<file path="src/rtl/mac_accum_block_0_pkg.sv">
// Shared constants for the MAC accumulation stage: widths, lane-mode codes, FSM encodings.
// Latency: n/a (constants only).
// Backpressure: n/a.
package mac_accum_block_0_pkg;

  localparam int MAC_MIN_WIDTH  = 8;
  localparam int MAC_MULT_WIDTH = 16;
  localparam int MAC_INT_WIDTH  = 40;
  localparam int MAC_ACC_WIDTH  = 48;
  localparam int MAC_CNT_WIDTH  = 8;
  localparam int MAC_CONF_WIDTH = 2;

  // Lane-mode codes shared with the multiplier stage; 2'b11 is reserved.
  localparam logic [1:0] MAC_SINGLE = 2'd0;
  localparam logic [1:0] MAC_DUAL   = 2'd1;
  localparam logic [1:0] MAC_QUAD   = 2'd2;

  // Accumulator FSM encodings.
  localparam logic [0:0] ACC_IDLE = 1'b0;
  localparam logic [0:0] ACC_RUN  = 1'b1;

endpackage

</file>
<file path="src/rtl/mac_accum_block_0_ctrl.sv">
// Control for the accumulator: group FSM, per-group cfg latch, term counter, sticky proto_err.
// Latency: cfg_sel is combinational on the input beat; state/counter update with the accumulate step.
// Backpressure: every register holds unless adv is high.
module mac_accum_block_0_ctrl
  import mac_accum_block_0_pkg::*;
#(
  parameter int CNT_W = MAC_CNT_WIDTH
) (
  input  logic             clk,
  input  logic             rst,
  input  logic             adv,
  input  logic             accept,
  input  logic             in_first,
  input  logic             in_last,
  input  logic [1:0]       cfg,
  input  logic             s1_vld,
  input  logic             s1_first,
  input  logic             s1_last,
  output logic [1:0]       cfg_sel,
  output logic             start,
  output logic [CNT_W-1:0] cnt,
  output logic             proto_err
);

  // Input-side view of group framing: tracks whether the beat being accepted now
  // belongs to an already-open group, so the mask can use the group's latched cfg.
  logic       in_open;
  logic [1:0] cfg_q;
  logic [0:0] state;
  logic       opens_group;
  logic       step;

  assign opens_group = in_first | ~in_open;
  assign cfg_sel     = opens_group ? cfg : cfg_q;
  assign start       = s1_first | (state == ACC_IDLE);
  assign step        = s1_vld & adv;

  // Latch cfg on the beat that opens a group; later cfg changes in the group are ignored.
  always_ff @(posedge clk) begin
    if (rst) begin
      in_open <= 1'b0;
      cfg_q   <= MAC_SINGLE;
    end else if (accept) begin
      in_open <= ~in_last;
      if (opens_group) begin
        cfg_q <= cfg;
      end
    end
  end

  // Group FSM, saturating term counter and sticky first-inside-group error.
  always_ff @(posedge clk) begin
    if (rst) begin
      state     <= ACC_IDLE;
      cnt       <= '0;
      proto_err <= 1'b0;
    end else if (step) begin
      state <= s1_last ? ACC_IDLE : ACC_RUN;
      if (start) begin
        cnt <= CNT_W'(1);
      end else if (cnt != {CNT_W{1'b1}}) begin
        cnt <= cnt + CNT_W'(1);
      end
      if (s1_first && (state == ACC_RUN)) begin
        proto_err <= 1'b1;
      end
    end
  end

endmodule

</file>
<file path="src/rtl/mac_accum_block_0.sv">
// Sums first..last groups of multiplier products into a wide accumulator and emits sum/count/ovf.
// Latency: beat accepted at edge k, out_valid high after edge k+2; one beat per cycle sustained.
// Backpressure: out_valid & ~out_ready (or en=0) freezes the whole pipeline and drops in_ready.
module mac_accum_block_0
  import mac_accum_block_0_pkg::*;
#(
  parameter int MIN_W  = MAC_MIN_WIDTH,
  parameter int MULT_W = MAC_MULT_WIDTH,
  parameter int INT_W  = MAC_INT_WIDTH,
  parameter int ACC_W  = MAC_ACC_WIDTH,
  parameter int CNT_W  = MAC_CNT_WIDTH
) (
  input  logic                      clk,
  input  logic                      rst,
  input  logic                      en,
  input  logic [MAC_CONF_WIDTH-1:0] cfg,
  input  logic                      in_valid,
  output logic                      in_ready,
  input  logic [INT_W-1:0]          in_data,
  input  logic                      in_first,
  input  logic                      in_last,
  output logic                      out_valid,
  input  logic                      out_ready,
  output logic [ACC_W-1:0]          out_data,
  output logic [CNT_W-1:0]          out_count,
  output logic                      out_ovf,
  output logic                      proto_err
);

  logic             adv;
  logic             accept;
  logic [1:0]       cfg_sel;
  logic [INT_W-1:0] mask_dat;

  logic             s1_vld;
  logic [INT_W-1:0] s1_dat;
  logic             s1_first;
  logic             s1_last;

  logic             start;
  logic [CNT_W-1:0] cnt;
  logic [ACC_W-1:0] acc;
  logic [ACC_W-1:0] acc_base;
  logic [ACC_W:0]   sum;
  logic             ovf;
  logic             done;

  // Only a result stuck at the output (or en low) stalls; no dependence on in_valid.
  assign adv      = en & ~(out_valid & ~out_ready);
  assign in_ready = adv;
  assign accept   = in_valid & adv;

  mac_accum_block_0_ctrl #(
    .CNT_W(CNT_W)
  ) u_ctrl (
    .clk      (clk),
    .rst      (rst),
    .adv      (adv),
    .accept   (accept),
    .in_first (in_first),
    .in_last  (in_last),
    .cfg      (cfg[1:0]),
    .s1_vld   (s1_vld),
    .s1_first (s1_first),
    .s1_last  (s1_last),
    .cfg_sel  (cfg_sel),
    .start    (start),
    .cnt      (cnt),
    .proto_err(proto_err)
  );

  // Keep only the product bits the lane mode can produce; reserved mode yields zero.
  always_comb begin
    mask_dat = '0;
    case (cfg_sel)
      MAC_SINGLE: mask_dat[MULT_W-1:0]       = in_data[MULT_W-1:0];
      MAC_DUAL:   mask_dat[MULT_W+MIN_W-1:0] = in_data[MULT_W+MIN_W-1:0];
      MAC_QUAD:   mask_dat                   = in_data;
      default:    mask_dat                   = '0;
    endcase
  end

  // Stage 1: register the masked beat and its framing.
  always_ff @(posedge clk) begin
    if (rst) begin
      s1_vld   <= 1'b0;
      s1_dat   <= '0;
      s1_first <= 1'b0;
      s1_last  <= 1'b0;
    end else if (adv) begin
      s1_vld <= in_valid;
      if (accept) begin
        s1_dat   <= mask_dat;
        s1_first <= in_first;
        s1_last  <= in_last;
      end
    end
  end

  // Extra top bit of the sum captures the carry out of the accumulator.
  always_comb begin
    acc_base = start ? '0 : acc;
    sum      = {1'b0, acc_base} + (ACC_W + 1)'(s1_dat);
  end

  // Stage 2: accumulate; done marks that acc/cnt/ovf hold a finished group.
  always_ff @(posedge clk) begin
    if (rst) begin
      acc  <= '0;
      ovf  <= 1'b0;
      done <= 1'b0;
    end else if (adv) begin
      done <= s1_vld & s1_last;
      if (s1_vld) begin
        acc <= sum[ACC_W-1:0];
        ovf <= (start ? 1'b0 : ovf) | sum[ACC_W];
      end
    end
  end

  // Output register: reloads on a finished group, otherwise drains once accepted.
  always_ff @(posedge clk) begin
    if (rst) begin
      out_valid <= 1'b0;
      out_data  <= '0;
      out_count <= '0;
      out_ovf   <= 1'b0;
    end else if (adv) begin
      out_valid <= done;
      if (done) begin
        out_data  <= acc;
        out_count <= cnt;
        out_ovf   <= ovf;
      end
    end
  end

endmodule

</file>
<file path="config.mk">
export PLATFORM = sky130hd
export DESIGN_NAME = mac_accum_block_0
export DESIGN_NICKNAME = d
export VERILOG_FILES = /design/src/rtl/mac_accum_block_0_pkg.sv /design/src/rtl/mac_accum_block_0_ctrl.sv /design/src/rtl/mac_accum_block_0.sv
export SDC_FILE = /design/constraint.sdc
export NUM_CORES = 1
export LEC_CHECK = 0
export ABC_AREA = 1
export ABC_CLOCK_PERIOD_IN_PS = 2900
export CORE_MARGIN = 5
export CORE_UTILIZATION = 45
export DETAILED_ROUTE_END_ITERATION = 7
export PLACE_DENSITY = 0.75
export SLEW_MARGIN = 20
export SYNTH_ARGS = -nofsm -noshare
export SYNTH_HDL_FRONTEND = slang
export SYNTH_HIERARCHICAL = 1
export SYNTH_SLANG_ARGS = --single-unit
</file>
<file path="constraint.sdc">
create_clock -name clk -period 2.9 [get_ports clk]
set_input_delay 0.58 -clock clk [delete_from_list [all_inputs] [get_ports clk]]
set_output_delay 0.58 -clock clk [all_outputs]
set_load 0.1 [all_outputs]
</file>
== Word-level counts from Yosys, hierarchy flattened ==
Index checks and enable logic that the tools add are counted.
Word-level totals
  output and inout port bits: 60
  bits in registers: 164
  logic and storage cells: 53
Operators by class
  reductions and logical operators: 10
  equality and inequality tests: 3
  $add $sub $neg: 2
  bitwise logic cells: 13
  mux-type cells: 9
Operators by type and width (number)
  $add 48x40->49: 1
  $mux 48: 1
  $mux 16: 2
  $mux 8: 3
  $reduce_and 2->1: 5
  $add 8x1->8 const B: 1
  $ne 8x8->1 const B: 1
  $and 1x1->1: 5
  $not 1->1: 5
  $or 1x1->1: 3
  $reduce_or 3->1: 1
  $eq 2x1->1 const B: 1
  $eq 2x2->1 const B: 1
  $logic_not 2->1: 1
  $mux 1: 2
  $mux 2: 1
  $reduce_bool 2->1: 1
  $reduce_or 2->1: 1
  $logic_and 1x1->1: 1

== Depth between registers and ports, before layout ==
  word-level depth: 6
  gate-level depth with buffers: 21
  mapped depth without buffers: 19

== By module ==
The synthesis kept the hierarchy.
By module, submodules not included
  mac_accum_block_0: area an instance 9686.8 um2, instances 1, cells each 1591
  mac_accum_block_0_ctrl: area an instance 725.7 um2, instances 1, cells each 106

== Worst setup path before layout ==
OpenSTA, ideal clock, no wires.
  path kind: register to register
  start: reg out_valid
  end: reg u_ctrl.cnt[4]
  clock period less this slack: 2869 ps
  data required time: 2844 ps
  setup slack: 31 ps
  stages on the path, launching flop included: 13
  arrival time: 2813 ps
  path through: dfxtp_1 -> nand2_1 -> nand2_1 -> inv_2 -> clkbuf_1 -> nand2_1 -> inv_1 -> clkbuf_8 -> a21oi_1 -> or2_1 -> inv_1 -> nand2_1 -> inv_1
On the way
  longest elaborated chain between the ends: 5
Ends and longest elaborated chain
  start: declaration: line mac_accum_block_0.sv:22  | output logic out_valid,
  start signal: assignment: line mac_accum_block_0.sv:129  | out_valid <= done;
  $and 1x1->1: line mac_accum_block_0.sv:49  | assign adv = en & ~(out_valid & ~out_ready);
  $not 1->1: line mac_accum_block_0.sv:49
  $and 1x1->1: line mac_accum_block_0.sv:49
  named net in_ready: line mac_accum_block_0.sv:18  | output logic in_ready,
  $and 1x1->1: line mac_accum_block_0_ctrl.sv:36  | assign step = s1_vld & adv;
  $reduce_and 2->1 (no line)
  end signal: assignment: line mac_accum_block_0_ctrl.sv:62  | cnt <= cnt + CNT_W'(1);
  end: declaration: line mac_accum_block_0_ctrl.sv:21  | output logic [CNT_W-1:0] cnt,
The timed path passes the listed nets, and every way through them passes these cells.
A chain may end at the register's enable or synchronous reset.

== Worst setup path in the final report ==
  start: reg u_ctrl.state
  end: reg acc[40]
On the way
  longest elaborated chain between the ends: 4
Ends and longest elaborated chain
  start: declaration: line mac_accum_block_0_ctrl.sv:29  | logic [0:0] state;
  start signal: assignment: line mac_accum_block_0_ctrl.sv:58  | state <= s1_last ? ACC_IDLE : ACC_RUN;
  $not 1->1: line mac_accum_block_0_ctrl.sv:35  | assign start = s1_first | (state == ACC_IDLE);
  $or 1x1->1: line mac_accum_block_0_ctrl.sv:35
  named net start: line mac_accum_block_0.sv:40  | logic start;
  $mux 48: line mac_accum_block_0.sv:102  | acc_base = start ? '0 : acc;
  $add 48x40->49: line mac_accum_block_0.sv:103  | sum = {1'b0, acc_base} + (ACC_W + 1)'(s1_dat);
  end signal: assignment: line mac_accum_block_0.sv:115  | acc <= sum[ACC_W-1:0];
  end: declaration: line mac_accum_block_0.sv:42  | logic [ACC_W-1:0] acc;
The timed path passes the listed nets, and every way through them passes these cells.

==> run summary <==
The worst setup path is captured at a register. The worst-case IR drop observed on VDD is 0.2644 mV. The total power draw was 4970 uW; the worst-case clock buffer depth was 2. Counting flops with a built-in enable in the synthesized netlist gives 0. The flow ran to the end, and the final reports show no timing, DRC or antenna violations.

The most used flip-flop cell after synthesis is sky130_fd_sc_hd__dfxtp_1. The measured slew at the worst slew-check pin was 0.8585 ns; the wire length after detailed routing was 32670 um. After detailed routing, the number of vias per cell comes to 5.115. The switching share of power was 0.2623; the post-synthesis compound-gate area fraction was 0.1203. The synthesized-area fraction occupied by adder cells came out at 0.05359.

The tools report the clock root buffer as sky130_fd_sc_hd__clkbuf_16. Max-cap violations in this run came to 0. The critical path in this run is classified as reg -> reg. The maximum net fanout on the critical path is 29, and the H-tree depth is 4.

The core region is 22710 um2. The design internal power is 3666 uW, and the starting density of the core is 0.4585. In this run, CTS created clock tree buffers numbering 17. The share of total power in sequential cells was 0.470.

Setup repair after global routing left no endpoint under its margin. The run gives 0.5457 as the utilization after layout. The initial antenna violation count is 0. The share of flip-flops with an asynchronous set or reset after synthesis was 0; the final hold slack was 0.4590 ns. Derived from the worst setup path, the maximum achievable clock frequency is 381.2 MHz. The worst setup path is launched from a register. The tools report the count of placed standard cells in the final layout, fillers left out as 2103.

For the clock latency on the worst-skew pair, the log shows 0.44 ns. The routed length per instance is 15.53 um. The critical path arrival is 2.96 ns. After clock tree synthesis, the clock-pin slew on the worst setup and hold paths is 0.07 ns. The number of I/O pins was 109; the post-synthesis area per instance was 6.136 um2.

After synthesis, the largest family of logic cells by area is simple AND/OR/NAND/NOR gates. The synthesized-area fraction occupied by xor and xnor cells works out to 0.01514. Global-route usage over all layers: 0.2486. The floorplan has 55 rows.

The die area came out at 26280 um2. Post-synthesis simple-gate area fraction: 0.3618. The tools report the final max-slew violation count as 0.

Number of routed nets with antenna violations: 0. The run gives 0.082 as the portion of total power attributed to combinational logic. The via count of the first global-routing pass is 9970, and the net load switching power is 1304 uW. The count of buffers added on input and output ports is 108. The tools report the share of power burned in the clock network as 0.448.

The share of cells above drive strength 1 is 0.1260. The worst hold path class was reg -> reg. Once the clock tree was built, the resizer swapped 0 gates to a different size. The logs give 24920 um for the HPWL reported at the end of detailed placement and 0 for the number of diodes added for antenna fixing. For the wire length of the first global-routing pass, the log shows 52130 um. The Yosys step of the flow raised 6 warnings. The mux share of post-synthesis cell area is 0, and the required time of the critical path is 3.24 ns. The tools report the post-CTS repair timing setup buffer count as 0.

TritonCTS built the clock tree. The number of placed cells counting well taps was 2072; the register-to-register setup slack was 0.28 ns. The final critical path time including I/O delays and setup was 2.623 ns. The detailed router placed 10760 vias in this run. The maximum number of pins on one net before global-route repair was 60. Counting every instance in the synthesized netlist gives 1697. Setup violations remaining at the end of the flow were counted as 0.

At the end of routability-driven placement, the weighted congestion stood at 0.9723. The share of the clock period used by the worst path after layout is 0.9046, and the total negative slack is 0 ns. In this run the static leakage power is 0.006146 uW. The tools report the worst-case headroom to the max-slew limit as 0.4270. The pre-antenna-repair detailed-routing pass consisted of 6 iterations. The die boundary height came out at 162.1 um. Total power divided by cell area: 401.0 nW/um2. Clock skew on the completed layout was measured at 0.01154 ns. For the number of clock sinks seen by CTS, the log shows 164. Counting distinct cell types in the post-synthesis netlist gives 40. Global routing finished with a remaining overflow of 0.

The die is 162.1 um wide. The layout overhead on the synthesized area is 19.02%. The first routing iteration left 844 violations.

The number of hold-slack violations in the final timing report is 0. When the netlist entered floorplanning its net count stood at 1790. After the last flow step, the layout net total stands at 1899. The tools report the register area share after synthesis as 0.3153.

For the quantity of hold-fixing buffers added after cts, the log shows 0. The number of synthesized register bits came out at 164. Remaining routing DRC violations: 0. The synthesized netlist occupies a cell area of 10410 um2.
## power groups by stage
stage / Combinational (uW) / Sequential [uW] / Clock, uW
3_5_place_dp: 402 / 2390 / 0
6_report: 408 / 2340 / 2230
2_1_floorplan: 239 / 2370 / 0
4_1_cts: 405 / 2330 / 2260
5_1_grt: 449 / 2340 / 2350
3_3_place_gp: 396 / 2380 / 0
## synth_stat cells, types with 12 or more instances
library cell / instances / share of area
sky130_fd_sc_hd__clkbuf_1: 40 / 0.014
sky130_fd_sc_hd__ha_1: 43 / 0.052
sky130_fd_sc_hd__nand3_1: 153 / 0.074
sky130_fd_sc_hd__buf_2: 14 / 0.0067
sky130_fd_sc_hd__nand3_2: 12 / 0.012
sky130_fd_sc_hd__nor2_1: 142 / 0.051
sky130_fd_sc_hd__o21ai_0: 43 / 0.021
sky130_fd_sc_hd__dfxtp_1: 164 / 0.32
sky130_fd_sc_hd__a21oi_1: 183 / 0.088
sky130_fd_sc_hd__xor2_1: 18 / 0.015
sky130_fd_sc_hd__inv_1: 282 / 0.10
sky130_fd_sc_hd__nor2_2: 22 / 0.013
sky130_fd_sc_hd__nand2_2: 17 / 0.010
sky130_fd_sc_hd__nand2_1: 495 / 0.18
## flip-flops by register name, indices dropped and copies added, names as in the netlist
signal and cells:
acc 48, done 1, out_count 8, out_data 48, out_ovf 1, out_valid 1
ovf 1, s1_dat 40, s1_first 1, s1_last 1, s1_vld 1, u_ctrl/cfg_q 2
u_ctrl/cnt 8, u_ctrl/in_open 1, u_ctrl/proto_err 1, u_ctrl/state 1
## cells in the final DEF (no fill, tap or decap), types with 12 or more instances in the layout
cell / instances
sky130_fd_sc_hd__nand2_1: 494
sky130_fd_sc_hd__buf_4: 101
sky130_fd_sc_hd__ha_1: 40
sky130_fd_sc_hd__nor2_2: 27
sky130_fd_sc_hd__o21ai_0: 43
sky130_fd_sc_hd__nand3_2: 12
sky130_fd_sc_hd__clkbuf_16: 17
sky130_fd_sc_hd__nand2_2: 18
sky130_fd_sc_hd__a21oi_1: 179
sky130_fd_sc_hd__dfxtp_1: 163
sky130_fd_sc_hd__inv_1: 281
sky130_fd_sc_hd__xor2_1: 18
sky130_fd_sc_hd__nand3_1: 153
sky130_fd_sc_hd__clkdlybuf4s50_1: 47
sky130_fd_sc_hd__nor2_1: 137
## per-stage QoR
step / cell area, um2 / setup WS [ns]
after floorplan: 10410 / 0.03144
final: 12390 / 0.2768
after CTS: 12350 / 0.1689
after global routing: 12390 / 0.05490
after detailed placement: 11790 / 0.1926
after global placement: 11790 / 0.2334
## final cells by class
| type | instances | area, um2 |
|---|---|---|
| Timing Repair Buffer | 152 | 1300 |
| Inverter | 296 | 1119 |
| Multi-Input combinational cell | 1175 | 5773 |
| Sequential cell | 164 | 3284 |
| Fill cell | 2342 | 10320 |
| Tap cell | 285 | 356.6 |
| Clock inverter | 13 | 121.4 |
| Clock buffer | 18 | 439.2 |
## metal layers
metal  global-route usage  share of wire  vias to the layer above
met5                    0              0                        -
met4              0.05921          0.017                        0
met3              0.03857          0.068                       40
met2               0.3955           0.44                      345
met1               0.3553           0.47                     4879
li1                     -              -                     5492
## cells by family after synthesis
group,Yosys count
XOR/XNOR,18
AND/OR/NAND/NOR,870
flip-flops,164
AO/OA/AOI/OAI,243
adder cells (fa/ha/maj),44
buffers and inverters,358
## critical path, stage by stage, from the launching register on
cell and delay [ns]:
sky130_fd_sc_hd__dfxtp_1 0.33, sky130_fd_sc_hd__inv_1 0.09, sky130_fd_sc_hd__nor2_4 0.04, sky130_fd_sc_hd__inv_2 0.11, sky130_fd_sc_hd__buf_12 0.23, sky130_fd_sc_hd__nor2_1 0.09
sky130_fd_sc_hd__ha_2 0.40, sky130_fd_sc_hd__nand2_1 0.15, sky130_fd_sc_hd__nor2_2 0.18, sky130_fd_sc_hd__buf_4 0.12, sky130_fd_sc_hd__nand2_1 0.06, sky130_fd_sc_hd__nor2_1 0.11
sky130_fd_sc_hd__nand2_1 0.07, sky130_fd_sc_hd__nand3_2 0.11, sky130_fd_sc_hd__nand2_1 0.08, sky130_fd_sc_hd__nand2_2 0.13, sky130_fd_sc_hd__nand3_1 0.08, sky130_fd_sc_hd__nand2_1 0.08
sky130_fd_sc_hd__nor2_1 0.05
## final timing paths
path                                                 from                       end  cells past startpoint
worst max register to register  u_ctrl/state$_SDFFE_PP0P_      acc[40]$_SDFFE_PP0P_                     18
worst max-delay path            u_ctrl/state$_SDFFE_PP0P_      acc[40]$_SDFFE_PP0P_                     18
worst min register to register   out_data[6]$_SDFFE_PP0P_  out_data[6]$_SDFFE_PP0P_                      2
worst min-delay path             out_data[6]$_SDFFE_PP0P_  out_data[6]$_SDFFE_PP0P_                      2
(Power assumes the default switching activity.)
